$ cat src/rtl/fp_result_queue.sv
// fp_result_queue: FIFO of add/sub results waiting for FP register writeback.
// Each entry carries its result, destination index and a 4-bit classification
// {nan, inf, zero, neg} that is computed once, when the entry is pushed.

// Single-precision classifier; purely combinational.
module fp_classify (
  input  logic [31:0] val_i,
  output logic [3:0]  flags_o
);
  logic [7:0]  exp;
  logic [22:0] man;

  // Split the fields; denormals (exp 0, man != 0) are not reported as zero.
  always_comb begin
    exp     = val_i[30:23];
    man     = val_i[22:0];
    flags_o = {(exp == 8'hFF) && (man != 23'd0),
               (exp == 8'hFF) && (man == 23'd0),
               (exp == 8'h00) && (man == 23'd0),
               val_i[31]};
  end
endmodule

module fp_result_queue #(
  parameter int DEPTH  = 4,   // power of two, >= 2
  parameter int DEST_W = 5
) (
  input  logic                      clk,
  input  logic                      rst_n,
  input  logic                      flush,
  input  logic                      in_valid,
  output logic                      in_ready,
  input  logic [31:0]               in_result,
  input  logic [DEST_W-1:0]         in_dest,
  output logic                      out_valid,
  input  logic                      out_ready,
  output logic [31:0]               out_result,
  output logic [DEST_W-1:0]         out_dest,
  output logic [3:0]                out_flags,
  output logic [$clog2(DEPTH):0]    count
);
  localparam int AW = $clog2(DEPTH);
  localparam int CW = AW + 1;
  localparam logic [CW-1:0] FULL = CW'(DEPTH);

  typedef struct packed {
    logic [31:0]       result;
    logic [DEST_W-1:0] dest;
    logic [3:0]        flags;
  } entry_t;

  entry_t          mem [DEPTH];
  entry_t          wr_entry;
  entry_t          last_q;       // last popped entry, shown while empty
  logic [AW-1:0]   wr_ptr_q, wr_ptr_d;
  logic [AW-1:0]   rd_ptr_q, rd_ptr_d;
  logic [CW-1:0]   count_q, count_d;
  logic [3:0]      in_flags;
  logic            push, pop;

  fp_classify u_cls (
    .val_i   (in_result),
    .flags_o (in_flags)
  );

  // Handshakes depend only on registered occupancy: no out_ready or flush
  // path into in_ready, and no empty-queue bypass to the output.
  always_comb begin
    in_ready  = (count_q != FULL);
    out_valid = (count_q != '0);
    push      = in_valid && in_ready;
    pop       = out_valid && out_ready;
    wr_entry  = '{result: in_result, dest: in_dest, flags: in_flags};
  end

  // Next-state for pointers and occupancy; flush overrides push and pop.
  always_comb begin
    wr_ptr_d = wr_ptr_q;
    rd_ptr_d = rd_ptr_q;
    count_d  = count_q;
    if (flush) begin
      wr_ptr_d = '0;
      rd_ptr_d = '0;
      count_d  = '0;
    end else begin
      if (push) wr_ptr_d = wr_ptr_q + AW'(1);
      if (pop)  rd_ptr_d = rd_ptr_q + AW'(1);
      unique case ({push, pop})
        2'b10:   count_d = count_q + CW'(1);
        2'b01:   count_d = count_q - CW'(1);
        default: count_d = count_q;
      endcase
    end
  end

  // Control state, cleared asynchronously.
  always_ff @(posedge clk or negedge rst_n) begin
    if (!rst_n) begin
      wr_ptr_q <= '0;
      rd_ptr_q <= '0;
      count_q  <= '0;
      last_q   <= '0;
    end else begin
      wr_ptr_q <= wr_ptr_d;
      rd_ptr_q <= rd_ptr_d;
      count_q  <= count_d;
      if (pop && !flush) last_q <= mem[rd_ptr_q];
    end
  end

  // Entry storage; contents need no reset since count gates visibility.
  always_ff @(posedge clk) begin
    if (push && !flush) mem[wr_ptr_q] <= wr_entry;
  end

  // Head entry while non-empty, otherwise the last popped (or reset) values.
  always_comb begin
    count      = count_q;
    out_result = out_valid ? mem[rd_ptr_q].result : last_q.result;
    out_dest   = out_valid ? mem[rd_ptr_q].dest   : last_q.dest;
    out_flags  = out_valid ? mem[rd_ptr_q].flags  : last_q.flags;
  end
endmodule

$ cat config.mk
export PLATFORM = sky130hd
export DESIGN_NAME = fp_result_queue
export DESIGN_NICKNAME = d
export VERILOG_FILES = /design/src/rtl/fp_result_queue.sv
export SDC_FILE = /design/constraint.sdc
export NUM_CORES = 1
export LEC_CHECK = 0
export CAP_MARGIN = 20
export CORE_UTILIZATION = 45
export DETAILED_ROUTE_END_ITERATION = 6
export PLACE_DENSITY = 0.66
export SLEW_MARGIN = 20
export SYNTH_ARGS = -nofsm -noshare
export SYNTH_HDL_FRONTEND = slang
export SYNTH_SLANG_ARGS = --single-unit
$ cat constraint.sdc
create_clock -name clk -period 5.83 [get_ports clk]
set_input_delay 0.583 -clock clk [delete_from_list [all_inputs] [get_ports clk]]
set_output_delay 0.583 -clock clk [all_outputs]
set_load 0.05 [all_outputs]
Yosys cells after proc, flatten, opt, wreduce, memory -nomap -nowiden

Memories as Yosys holds them, arrays and structs flattened.
Index checks and enable logic that the tools add are counted.

Register bits after elaboration: 48
Memory bits (writable): 164
Input bits: 42
Output and inout bits: 46
Logic and storage cells: 41
Memories: 1

Memories:

| memory | words | width | read ports | clocked after Yosys merged registers in | wr ports | RTL line | RTL |
|---|---|---|---|---|---|---|---|
| mem    | 4     | 41    | 1          | 0                                       | 1        | 52       | `entry_t mem [DEPTH];` |

Add/sub/neg operators: 4
Eq/ne operators: 4
Mux-type cells: 11
Reduce and logical (&&, ||, !) cells: 15

Operator list:

| operator                                                               | number |
|---|---|
| 32-bit 2-to-1 mux                                                      | 1 |
| 23-bit zero test                                                       | 1 |
| 23-bit nonzero test                                                    | 1 |
| 8-bit equality test (second input constant)                            | 1 |
| 8-bit zero test                                                        | 1 |
| 2-bit 2-to-1 mux                                                       | 4 |
| 1-bit logical AND                                                      | 7 |
| 3-bit one-hot mux with 2 select lines                                  | 1 |
| 3-bit nonzero test                                                     | 2 |
| 5-bit 2-to-1 mux                                                       | 1 |
| 2-bit by 1-bit adder with 2-bit output (second input constant)         | 2 |
| 4-bit 2-to-1 mux                                                       | 1 |
| 2-bit nonzero test                                                     | 2 |
| 3-bit by 1-bit adder with 3-bit output (second input constant)         | 1 |
| 3-bit 2-to-1 mux                                                       | 1 |
| 3-bit inequality test (second input constant)                          | 1 |
| 3-bit by 1-bit subtractor with 3-bit output (second input constant)    | 1 |
| 2-bit by 1-bit equality test with 1-bit output (second input constant) | 1 |
| 2-bit equality test (second input constant)                            | 1 |
| 1-bit 2-to-1 mux                                                       | 2 |
| 1-bit zero test                                                        | 1 |

Longest topological paths before layout

Gate-level depths: netlist of the first run.

Depth after elaboration: 5
Depth in mapped cells: 9
Depth with buffers taken out: 7

Hierarchy

Synthesis of the first run repeated with hierarchy kept, for this count alone.

Cells, all modules: 433
Area total of the unflattened synthesis: 8,644.5 um^2

Modules (own cells, without submodules):

| module          | instances | cells an instance | area an instance (um^2) | sequential area each (um^2) |
|---|---|---|---|---|
| fp_result_queue | 1         | 415               | 8,535.7                 | 6,125.9 |
| fp_classify     | 1         | 18                | 108.9                   | 0.0 |

Worst setup path after synthesis of the first run

No wires, ideal clock.

Path kind: flip-flop to flip-flop
Start: reg count_q[0] (netlist: count[0])
End: mem mem[0][0] in the netlist's numbering (enable)
Setup time: 0.401 ns
Arrival time: 2.473 ns
Required time: 5.429 ns
Setup slack: 2.956 ns
Stages on the path, launching flop included: 5
Buffers on the path: 0
Cells stage by stage: dfrtp_1 -> or3b_2 -> nand2_1 -> nor2_1 -> and2_1

Cells in the longest elaborated chain, start to end: 5

RTL lines:

| element                                | RTL line | RTL |
|---|---|---|
| start: declaration                     | 57       | `logic [CW-1:0] count_q, count_d;` |
| start signal: assignment               | 106      | `count_q <= count_d;` |
| 3-bit inequality test                  | 69       | `in_ready = (count_q != FULL);` |
| net in_ready                           | 32       | `output logic in_ready,` |
| 1-bit logical AND                      | 71       | `push = in_valid && in_ready;` |
| 1-bit logical AND                      | 113      | `if (push && !flush) mem[wr_ptr_q] <= wr_entry;` |
| 1-bit 2-to-1 mux                       | 113      |  |
| 1-bit 2-to-1 mux (not written as such) | 113      |  |
| end: declaration                       | 52       |  |

The timed path passes the listed nets, and every way through them passes these cells.

Worst setup path after layout of the first run

Start: reg rd_ptr_q[0]
End: out out_result[11]

Cells in the longest elaborated chain, start to end: 2

RTL lines:

| element                  | RTL line | RTL |
|---|---|---|
| start: declaration       | 56       | `logic [AW-1:0] rd_ptr_q, rd_ptr_d;` |
| start signal: assignment | 105      | `rd_ptr_q <= rd_ptr_d;` |
| memory 4 x 41 bit        | n/a      |  |
| 32-bit 2-to-1 mux        | 119      | `out_result = out_valid ? mem[rd_ptr_q].result : last_q.result;` |
| end: declaration         | 37       | `output logic [31:0] out_result,` |

Every way passes these cells.

==> results of run 1 <==
## stage by stage
stage | instances | hold slack [ns] | util [%] | worst slack (ns) | total power [W]
2_1_floorplan | 421 | 0.2874 | - | 2.956 | 0.003252
3_3_place_gp | 724 | 0.4920 | 51.36 | 2.133 | 0.003728
3_5_place_dp | 725 | 0.4901 | 51.48 | 2.134 | 0.003761
4_1_cts | 762 | 0.2477 | 54.90 | 1.609 | 0.005035
5_1_grt | 762 | 0.2896 | 54.92 | 1.486 | 0.005164
6_report | 762 | 0.2347 | 54.92 | 1.728 | 0.004973
## worst register-to-register path, stage by stage (launching register included)
cell     delay (ns)
dfrtp_1        0.53
or3_2          0.18
buf_4          0.58
nand2_8        0.11
nor2_4         0.57
buf_4          0.41
mux2_4         0.34
## layout by cell type, fill, tap and decap left out, types with 7 or more instances in the layout
master,Yosys,routed
nand2_1,7,7
clkdlybuf4s50_1,0,86
mux4_2,40,40
clkbuf_16,0,21
dfrtp_1,47,45
clkbuf_1,2,9
mux2_4,40,40
mux2_2,40,40
nor4_1,8,8
edfxtp_1,160,160
## routing by layer
layer / wire length, µm / up-vias / share of wire [%]
met4: 265 / 0 / 1.6
met3: 577 / 20 / 3.5
met1: 7163 / 2232 / 44
met2: 8385 / 103 / 51
met5: 0 / - / 0
li1: - / 1871 / -
## cell usage after synthesis, types with 4 or more instances
cell and instances:
buf_2 6, and2_1 4, ha_1 4, buf_1 4
mux2_2 40, buf_4 6, mux4_2 40, nor4_1 8
nor2_1 6, nand3_1 6, nand2_1 7, edfxtp_1 160
buf_12 4, dfrtp_1 47, o21ai_0 4, mux2_4 40
## path summary, 6_finish.rpt
kind	startpoint	slack [ns]	endpoint	cells past startpoint
max in group asynchronous	rst_n	5.07	rd_ptr_q[1]$_DFFE_PN0P_	2
setup reg to reg	count[0]$_DFFE_PN0P_	3.01	last_q[31]$_DFFE_PN0P_	6
setup / recovery	rd_ptr_q[0]$_DFFE_PN0P_	1.73	out_result[11]	4
min in group clk	last_q[26]$_DFFE_PN0P_	0.50	last_q[26]$_DFFE_PN0P_	1
hold reg to reg	last_q[26]$_DFFE_PN0P_	0.50	last_q[26]$_DFFE_PN0P_	1
hold / removal	rst_n	0.23	last_q[6]$_DFFE_PN0P_	2
## cell families (layout without fill, tap and decap cells)
family / after synthesis / after routing
flip-flops: 207 / 207
multiplexers: 120 / 120
AND/OR/NAND/NOR: 48 / 48
buffers and inverters: 26 / 133
AO/OA/AOI/OAI: 11 / 11
adder cells (fa/ha/maj): 5 / 5
XOR/XNOR: 4 / 4
## report_power, final
| group | internal, W | total, W | switching [W] |
|---|---|---|---|
| logic | 0.000791 | 0.00181 | 0.00102 |
| registers | 0.00178 | 0.00191 | 0.000126 |
| clock network | 0.000738 | 0.00125 | 0.000516 |
## sequential cells by signal, summed over array words and instances (netlist names)
register and flops:
mem 160, rd_ptr_q 2, count 3, wr_ptr_q 2, last_q 40
## cell type report
type / instances / area (µm²)
fillers: 1410 / 8433
repair buffers: 94 / 930.9
clock buffers: 32 / 586.8
flip-flops and latches: 207 / 5986
inverters: 2 / 7.507
well taps: 234 / 292.8
clock inverters: 5 / 52.55
multi-input cells: 188 / 2416
==> results.md, run 1 <==
* Status: finished clean
* DR WL/cell at ~22 µm
* Hold Crit Class: input pin to asynchronous set/reset pin
* Worst EP arrival at 3.52 ns
* DRT Pass-1 Iters at 6
* CP max stage delay at between 0.9 and 1 ns
* Post-synth EDFFs at 160
* Yosys top cell by area: edfxtp_1
* Die Y-Extent at 140.2 µm
* MaxCap Viol Count at 0
* Seq/Total Area, Yosys at 69.58%
* Synth top area share at 55.90%
* Placement Cell Area at roughly 0.0096 mm²
* Hold_buf cts at 0
* Die area at 0.01966 mm²
* # nets final at 561
* Top cells by area, synth: edfxtp_1 56%, dfrtp_1 14%, mux4_2 10%, mux2_4 7.0%, mux2_2 5.2%
* Critical Path Source Type: flop
* Largest family of logic cells by synthesized area: multiplexers
* Via count at between 4000 and 5000
* Worst-Skew Late Latency at 0.49 ns
* Leak at 3.510 nW
* Clock transition at path regs at 0.06 ns
* Maximum clock path buffer count at 3
* Synth Flop Type: edfxtp_1
* Final Instance Area at 0.01027 mm²
* CTS tree: done
* Maximum clock rate at 243.8 MHz
* GRT Residual Overflow at 0
* Via density at 5.546
* Initial Util at 45.95%
* Layout area overhead at 19.51%
* Synth Register Bits at approximately 210
* Area share of fa/ha/maj cells after synthesis at less than 1%
* Total negative slack at 0 ns
* # diodes at 0
* XOR/XNOR Fraction of Synth Area at 0.4076%
* Largest net degree at the start of global routing at 48
* Cell area after synthesis at 0.008596 mm²
* Delay-heaviest family, CP: buffers and inverters
* CP endpoint kind: output port
* Mux share of post-synthesis cell area at 22.71%
* PostCTS Resize Cnt at 0
* Clock sink count at 207
* Distinct cells, synth at 37
* Die X-Extent at 140.2 µm
* RD Place Congestion at between 0.6 and 0.7
* Critical path peak fanout at 28
* Critical-path cell list: buf_4 -> mux4_2 -> mux2_2 -> clkdlybuf4s50_1
* RSZ-0062 raised after global routing: no
* Data required, critical path at 5.25 ns
* Synthesized area per cell at 20.42 µm²
* Row Count at 50
* # DRC at 0
* Routed Wire Length at 16390 µm
* WP buf/inv at 2
* Skew final at 0.01165 ns
* Ys async rst share at 22.71%
* Crit-path slowest cell: dfrtp_2
* Setup Viol. Count Final at 0
* Gr busiest metal: met2
* Period utilization at 70.35%
* H-tree depth at 1
* Hold Vio Cnt, Final at 0
* Pwr/cell area at 484.1 mW/mm²
* Max-slew violations at 0
* Layout cell share with drive strength beyond 1 at 31.63%
* Synth Area in Compound Gates at 0.7860%
* Fin crit period at just over 4 ns
* Root buffer cell: clkbuf_16
* Synthesis warning total at 0
* Overall Global Routing Usage at 17.28%
* Slew HR at between 30% and 40%
* Initial antenna violation count at 0
* Ports at 88
* Syn Inst Count at 421
* Post-DP HPWL at approximately 9500 µm
* Met1 Use GR at 22.90%
* DRT antenna net count at 0
* Slew @ Worst Pin at between 0.9 and 1 ns
* GR met2 Demand/Resource at between 20% and 30%
* Post-CTS setup buffers at 0
* Vias in the first global route at about 4500
* Setup CP Type: flop to output port
* Initial DRC Count at 188
* Synth Net Count at 468
* Simple-Gate Fraction of Synth Area at 3.290%
* Core ar. at roughly 0.019 mm²
* Total CTS buffers at 21
* Routing usage on met3 at 2.496%
* Worst VDD drop at 210.0 µV
* Global-route wire length before repair at 25700 µm
* IO Port Bufs at 87
Note: power is estimated with default switching activity, not from simulation.
==> inputs of run 2 (changes only) <==
- clock period: 5.83 -> 4.12 ns (I/O delays scaled with it)
==> results.md, run 2 (same netlist as run 1, synthesis figures left out) <==
* Status: finished clean (unchanged)
* Power after layout at 0.007446 W (was 0.004973 W)
* Slew HR at 54.06% (was 36.34%)
* Initial Util at 45.95% (unchanged)
* Overall Global Routing Usage at 17.96% (was 17.28%)
* Comb pwr share at 34.9% (was 36.4%)
* Total CTS buffers at 23 (was 21)
* Routed Wire Length at 16750 µm (was 16390 µm)
* CP endpoint kind: output port (unchanged)
* Placement Cell Area at 0.009696 mm² (was 0.009630 mm²)
* H-tree depth at 1 (unchanged)
* Layout area overhead at 22.26% (was 19.51%)
* Hold_buf cts at 0 (unchanged)
* Hold Vio Cnt, Final at 0 (unchanged)
* # nets final at 572 (was 561)
* DRT antenna net count at 0 (unchanged)
* Vias in the first global route at 4626 (was 4534)
* # diodes at 0 (unchanged)
* Via density at 5.469 (was 5.546)
* GRT Residual Overflow at 0 (unchanged)
* Post-CTS setup buffers at 0 (unchanged)
* Setup CP Type: flop to output port (unchanged)
* Initial antenna violation count at 0 (unchanged)
* Die X-Extent at 140.2 µm (unchanged)
* Total negative slack at 0 ns (unchanged)
* Seq pwr share at 36.0% (was 38.4%)
* Initial DRC Count at 254 (was 188)
* Leak at 3.646 nW (was 3.510 nW)
* Slew @ Worst Pin at 0.6891 ns (was 0.9549 ns)
* Switching share of total power at 32.38% (was 33.39%)
* Worst-Skew Late Latency at 0.50 ns (was 0.49 ns)
* Critical path peak fanout at 17 (was 28)
* CP max stage delay at 0.80 ns (was 0.99 ns)
* Root buffer cell: clkbuf_16 (unchanged)
* Crit-path slowest cell: clkdlybuf4s50_1 (was dfrtp_2)
* Row Count at 50 (unchanged)
* Critical-path cell list: or3_2 -> buf_4 -> mux2_2 -> clkdlybuf4s50_1 (was buf_4 -> mux4_2 -> mux2_2 -> clkdlybuf4s50_1)
* Maximum clock rate at 282.6 MHz
* Max-slew violations at 0 (unchanged)
* Ports at 88 (unchanged)
* Internal Power at 0.005035 W (was 0.003312 W)
* Clock transition at path regs at 0.06 ns (about the same)
* Hold Crit Class: input pin to asynchronous set/reset pin (unchanged)
* Pwr/cell area at 708.6 mW/mm² (was 484.1 mW/mm²)
* Die Y-Extent at 140.2 µm (unchanged)
* Worst EP arrival at 3.13 ns (was 3.52 ns)
* Worst VDD drop at 416.3 µV (was 210.0 µV)
* MaxCap Viol Count at 0 (unchanged)
* Commonest non-fill, non-tap cells in the layout: 160 x edfxtp_1, 86 x clkdlybuf4s50_1, 45 x dfrtp_1 (unchanged)
* Largest net degree at the start of global routing at 48 (unchanged)
* Global-route wire length before repair at 26610 µm (was 25700 µm)
* Final Instance Area at 0.01051 mm² (was 0.01027 mm²)
* Layout Utilization at 56.18% (was 54.92%)
* Clock share of power at 29.1% (was 25.2%)
* Delay-heaviest family, CP: buffers and inverters (unchanged)
* # DRC at 0 (unchanged)
* NetSw at 0.002411 W (was 0.001661 W)
* Data required, critical path at 3.71 ns (was 5.25 ns)
* RD Place Congestion at 0.6902 (was 0.6881)
* Most common cell after layout, fill and taps aside: edfxtp_1 (unchanged)
* PostCTS Resize Cnt at 0 (unchanged)
* RSZ-0062 raised after global routing: no (unchanged)
* CTS tree: done (unchanged)
* DR WL/cell at 21.59 µm (was 21.51 µm)
* Non-Filler Instances at 776 (was 762)
* Placed cells at 734 (was 725)
* Fin crit period at 3.538 ns
* Die area at 0.01966 mm² (unchanged)
* Core ar. at 0.01871 mm² (unchanged)
* IO Port Bufs at 87 (unchanged)
* Layout cell share with drive strength beyond 1 at 34.13% (was 31.63%)
* Post-DP HPWL at 10260 µm (was 9483 µm)
* Skew final at 0.008479 ns (was 0.01165 ns)
* Reg with most FFs: mem (unchanged)
* Number of flip-flops in the largest register at 160 (unchanged)
* Via count at 4244 (was 4226)
* Clock sink count at 207 (unchanged)
* Critical Path Source Type: flop (unchanged)
* Maximum clock path buffer count at 3 (unchanged)
* DRT Pass-1 Iters at 5 (was 6)
* Period utilization at 85.87%
* Setup Viol. Count Final at 0 (unchanged)
* WP buf/inv at 2 (unchanged)
run 2: worst paths after layout:
| kind | end | slack (ns) | depth (start not counted) | from |
|---|---|---|---|---|
| min reg2reg | last_q[23]$_DFFE_PN0P_ | 0.50 | 1 | last_q[23]$_DFFE_PN0P_ |
| max | out_result[10] | 0.58 | 4 | count[0]$_DFFE_PN0P_ |
| max reg2reg | count[2]$_DFFE_PN0P_ | 1.24 | 8 | count[0]$_DFFE_PN0P_ |
| min | last_q[7]$_DFFE_PN0P_ | 0.04 | 2 | rst_n |
| max in group asynchronous | rd_ptr_q[0]$_DFFE_PN0P_ | 3.58 | 2 | rst_n |
| min in group clk | last_q[23]$_DFFE_PN0P_ | 0.50 | 1 | last_q[23]$_DFFE_PN0P_ |
run 2: power groups by stage:
stage          Clock, W  Combinational, W  Sequential, W
3_5_place_dp          0           0.00261        0.00272
2_1_floorplan         0           0.00193        0.00267
6_report        0.00217           0.00260        0.00268
3_3_place_gp          0           0.00259        0.00270
5_1_grt         0.00229           0.00273        0.00272
4_1_cts         0.00221           0.00263        0.00268
run 2: area by class of cell:
cell class	count	area, µm²
fillers	1407	8197
clock inverters	14	198.9
multi-input cells	188	2414
clock buffers	28	614.3
repair buffers	103	998.5
inverters	2	7.507
well taps	234	292.8
flip-flops and latches	207	5983
run 2: metal layers:
metal | track usage, % | part of all wire [%] | wire length (µm) | vias up
met5 | 0 | 0 | 0 | -
met4 | 4.800 | 1.6 | 272 | 0
li1 | - | - | - | 1897
met3 | 2.564 | 4.9 | 822 | 22
met2 | 30.61 | 50 | 8446 | 111
met1 | 24.33 | 43 | 7212 | 2214
run 2: stage by stage:
| step | setup slack (ns) | hold slack (ns) |
|---|---|---|
| after global routing | 0.4591 | 0.09628 |
| after CTS | 0.5328 | 0.05200 |
| after global placement | 1.108 | 0.4889 |
| final | 0.5820 | 0.04471 |
| after detailed placement | 1.060 | 0.4905 |
| after floorplan | 1.246 | 0.1164 |
==> edit 1: new RTL, config.mk and constraints of run 2 <==
Change the parameter `DEPTH` from 4 to 8.
--- a/src/rtl/fp_result_queue.sv
+++ b/src/rtl/fp_result_queue.sv
@@ -24,3 +24,3 @@
 module fp_result_queue #(
-  parameter int DEPTH  = 4,   // power of two, >= 2
+  parameter int DEPTH  = 8,   // power of two, >= 2
   parameter int DEST_W = 5
Interface: changed (resized count); port bits go from 88 to 89. The function was not compared with the original's and may differ.
==> edit 1 against run 2 <==
- wire length up 76%
- sequential power up 72%
- power up 75%
- sequential cell count up 163
- fmax down 8.5%
- design area up 64%
- synthesized area up 68%
- setup slack worse by 330 ps
- largest cell class unchanged
==> edit 1: results (changes against run 2) <==
status=finished clean; top-area cell type share of the netlist area=66.5% (+11 points); Critical Path Fanout Max=28 (+11); layout cell share with drive strength beyond 1=19.4% (-15 points); All-Layer GR Usage=18.6% (+0.59 points); Fillers=2,442 (+74%); drt wl/cell=22.4 um (+3.6%); Post-CTS Resized=0 (unchanged); Most flops, register=mem; CTS root buffer=clkbuf_16; Synth Net Count=815 (+74%); Syn. warnings=0 (unchanged); initial antenna violation count=1 (+1); fin nets=929 (+62%); CTS buffer count=39 (+70%); global-route wire length before repair=45,300 um (+70%); synth cell count leaders=edfxtp_1, nor2_1, a21oi_1; register area share after synthesis=75.2% (+5.6 points); largest net degree at the start of global routing=64 (+33%); max reg flops=320 (+100%); Worst EP arrival=3450 ps (+320 ps); leak pwr=5.45 nW (+49%); Worst-Skew Late Latency=530 ps (+30 ps); Synth area leaders=edfxtp_1, mux4_2, dfrtp_1, mux2i_1, a21oi_1; Setup Skew=23.3 ps (+14.9 ps); hpwl dp=16,800 um (+64%); H-tree depth=2 (+1); DR vias=7,298 (+72%); number of port buffers=88 (+1.1%); First-pass DRT Iterations=4 (-1); Post-synth EDFFs=320 (+100%); ys async rst share=13.5% (-9.2 points); RePlAce Congestion=0.742 (+7.6%); worst vdd ir=647 uV (+55%); initial drt markers=583 (+130%); Synth cell types=34 (-8.1%); worst rel slew slack=39.6% (-14 points); vias in the first global route=7,443 (+61%); postcts setup bufs=0 (unchanged); placed inst area=0.0160 mm2 (+65%); Hold Path Class=in2async; clk buf depth=3 (unchanged); clock-pin slew on the worst setup and hold paths=60 ps (about the same)
## edit 1: cell types whose count changed after synthesis, moves of 4 or more
cell,change
edfxtp_1,+160
nor2_1,+94
a21oi_1,+79
mux2i_1,+42
mux2_2,-40
mux4_2,+40
mux2_4,-39
clkbuf_1,+25
buf_4,-5
and2_1,-4
buf_12,-4
## edit 1: final cells by class
type	count	area [um2]	share of cell area [%]
Sequential cell	370	10900	63.1
Multi-Input combinational cell	356	3480	20.2
Timing Repair Buffer	116	1150	6.68
Clock buffer	54	1070	6.23
Tap cell	402	503	2.92
Clock inverter	17	145	0.842
Antenna cell	1	2.50	0.0145
## edit 1: per-layer routing
metal	GRT usage [%]	wire, um
met5	0	0
met4	4.10	452
met3	3.23	1580
met2	29.8	14100
met1	26.7	13300
## edit 1: cell families after synthesis
family          after synthesis  synth area share, %
flops                       370                 75.2
fa+ha+maj                     4                0.346
compound gates               88                 3.28
buf+inv                      43                 1.27
xor+xnor                      7                0.424
mux                         123                 15.5
simple gates                134                 4.04
## edit 1: critical path, cell delays in order, from the launching register on
cell and delay [ps]:
dfrtp_1 500, or4_2 1060, buf_4 360, a21oi_1 180
clkdlybuf4s50_1 820
## edit 1: final timing paths
check | start | to | slack [ps] | depth (start not counted)
max | count[0] | out_flags[0] | 260 | 4
min | rst_n | last_q[36] | 520 | 2
max reg2reg | count[0] | mem[6][23] | 1590 | 5
min reg2reg | last_q[30] | last_q[30] | 530 | 2
max in group asynchronous | rst_n | last_q[19] | 2730 | 3
min in group clk | last_q[30] | last_q[30] | 530 | 2
## edit 1: power breakdown
group	switching (W)	internal (W)	total, W
registers	0.000201	0.00441	0.00461
logic	0.00328	0.00182	0.00510
clock network	0.00137	0.00195	0.00332
total	0.00485	0.00818	0.0130
## edit 1: stage by stage
stage               setup slack [ps]  power [W]  instances  util (%)
global placement                 814    0.00978       1243      50.7
detailed placement               788    0.00983       1243      50.7
finish                           255     0.0130       1316      54.6
global route                    88.5     0.0136       1315      54.6
floorplan                        365    0.00825        769         -
CTS                              230     0.0132       1315      54.6
## edit 1: what timing repair did
item | 4_1_cts | 5_1_grt
hold buffers | 1 | 0
endpoints found under the hold margin | 12 | 0
setup endpoints to repair | 0 | 0
==> edit 2: new RTL, settings of run 2 <==
Made on the original files. Put a register stage on the output `out_flags`, without a reset. The value now appears one clock later. The other outputs are not delayed to match.
--- a/src/rtl/fp_result_queue.sv
+++ b/src/rtl/fp_result_queue.sv
@@ -50,2 +50,4 @@
   } entry_t;
+
+  logic [3:0] out_flags_d;
 
@@ -120,4 +122,8 @@
     out_dest   = out_valid ? mem[rd_ptr_q].dest   : last_q.dest;
-    out_flags  = out_valid ? mem[rd_ptr_q].flags  : last_q.flags;
+    out_flags_d = out_valid ? mem[rd_ptr_q].flags  : last_q.flags;
   end
+  always_ff @(posedge clk) begin
+    out_flags <= out_flags_d;
+  end
+
 endmodule
Function: changed (Yosys sat finds a counterexample within 4 cycles, from zero or initial values and one cycle with rst_n low).
==> edit 2 against run 2 <==
- synthesized area grew 0.93%
- clock power decreased by 10%
- sequential cell count grew 4
- cell count is 3.2% higher
- design area hardly changed
- power is 2.5% lower
- clock skew fell by 2.0 ps
- critical path depth did not move
- setup slack improved by 45 ps
- wire length increased by 1.4%
==> edit 2: results (changes against run 2) <==
CTS root buffer=clkbuf_16; number of port buffers=87 (unchanged); initial drt markers=293 (+15%); postcts setup bufs=0 (unchanged); Int Pwr=0.00486 W (-3.4%); register area share after synthesis=69.9% (+0.28 points); crit path max-delay cell type=dfrtp_2; max reg flops=160 (unchanged); Hold Path Class=in2async; largest net degree at the start of global routing=42 (-13%); leak pwr=3.62 nW (-0.82%); layout cell share with drive strength beyond 1=32.9% (-1.2 points); H-tree depth=1 (unchanged); Setup Skew=6.47 ps (-2.01 ps); vias in the first global route=4,758 (+2.9%); Syn. warnings=0 (unchanged); ys async rst share=22.3% (-0.43 points); count of final hold-check violations=0 (unchanged); Post-CTS Resized=0 (unchanged); routed wire length=17,000 um (+1.4%); Critical Path Fanout Max=23 (+6); antenna cells=0 (unchanged); Synth area leaders=edfxtp_1, dfrtp_1, mux4_2, mux2_4, mux2_2; CTS buffer count=23 (unchanged); clk buf depth=3 (unchanged); Hold-fix buffers, CTS=1 (+1); Regs by FF count=mem: 160 flops, last_q: 40 flops, out_flags: 4 flops; fin nets=572 (unchanged); grt total ovfl=0 (unchanged); RePlAce Congestion=0.706 (+2.3%); status=finished clean; Worst R2R Path Depth=7 (-1); vias per cell=5.45 (-0.31%); hpwl dp=10,100 um (-1.5%); global-route wire length before repair=26,800 um (+0.62%); pin slew with the least headroom to its limit=688 ps (-1.19 ps); Post-synth EDFFs=160 (unchanged); critical path's top delay family=buffers and inverters; post-place setup slack=1000 ps (-54.8 ps); clock-pin slew on the worst setup and hold paths=60 ps (about the same); Synth Net Count=472 (+0.85%); worst vdd ir=491 uV (+18%); synth cell count leaders=edfxtp_1, dfrtp_1, mux2_2, mux2_4, mux4_2; First-pass DRT Iterations=4 (-1); CP max stage delay=760 ps (-40 ps); All-Layer GR Usage=17.8% (-0.12 points); Synth cell types=38 (+2.7%); Worst-Skew Late Latency=500 ps (about the same)
## edit 2: cell type report
cell class              instances  area (um2)
well taps                     260         325
flip-flops and latches        211        6060
fillers                      1415        8330
clock buffers                  26         597
clock inverters                15         123
inverters                       2        7.51
multi-input cells             188        2420
repair buffers                 99         971
## edit 2: logic make-up (layout without fill, tap and decap cells)
logic type	count (synthesis)	after routing	synth area share (%)
AO/OA/AOI/OAI	11	11	0.779
XOR/XNOR	4	4	0.404
adder cells (fa/ha/maj)	5	5	0.808
buffers and inverters	26	142	2.39
flip-flops	211	211	69.9
multiplexers	120	120	22.5
AND/OR/NAND/NOR	48	48	3.26
## edit 2: worst paths after layout
path | startpoint | end | slack (ps)
min | rst_n | last_q[34] | 430
min in group clk | last_q[0] | last_q[0] | 510
max | rd_ptr_q[1] | out_result[19] | 630
max in group asynchronous | rst_n | rd_ptr_q[0] | 2830
max reg2reg | count[0] | count[2] | 1520
min reg2reg | last_q[0] | last_q[0] | 510
## edit 2: per-stage QoR
step	std cells	hold slack [ps]	instance area [um2]	util (%)
final	801	434	10500	55.8
after global routing	801	474	10500	55.8
after CTS	801	451	10500	55.8
after detailed placement	759	419	9770	51.9
after global placement	759	413	9770	51.9
after floorplan	425	116	8680	-
## edit 2: layer usage
metal / wire length (um) / GRT usage [%]
met1: 7540 / 24.5
met2: 8180 / 29.5
met3: 904 / 2.99
met4: 365 / 5.21
met5: 0 / 0
## edit 2: power by group through the flow
stage	logic (W)	registers, W	clock network (W)
global route	0.00269	0.00278	0.00209
detailed placement	0.00259	0.00277	0
CTS	0.00260	0.00274	0.00200
floorplan	0.00184	0.00281	0
finish	0.00257	0.00274	0.00195
global placement	0.00256	0.00277	0
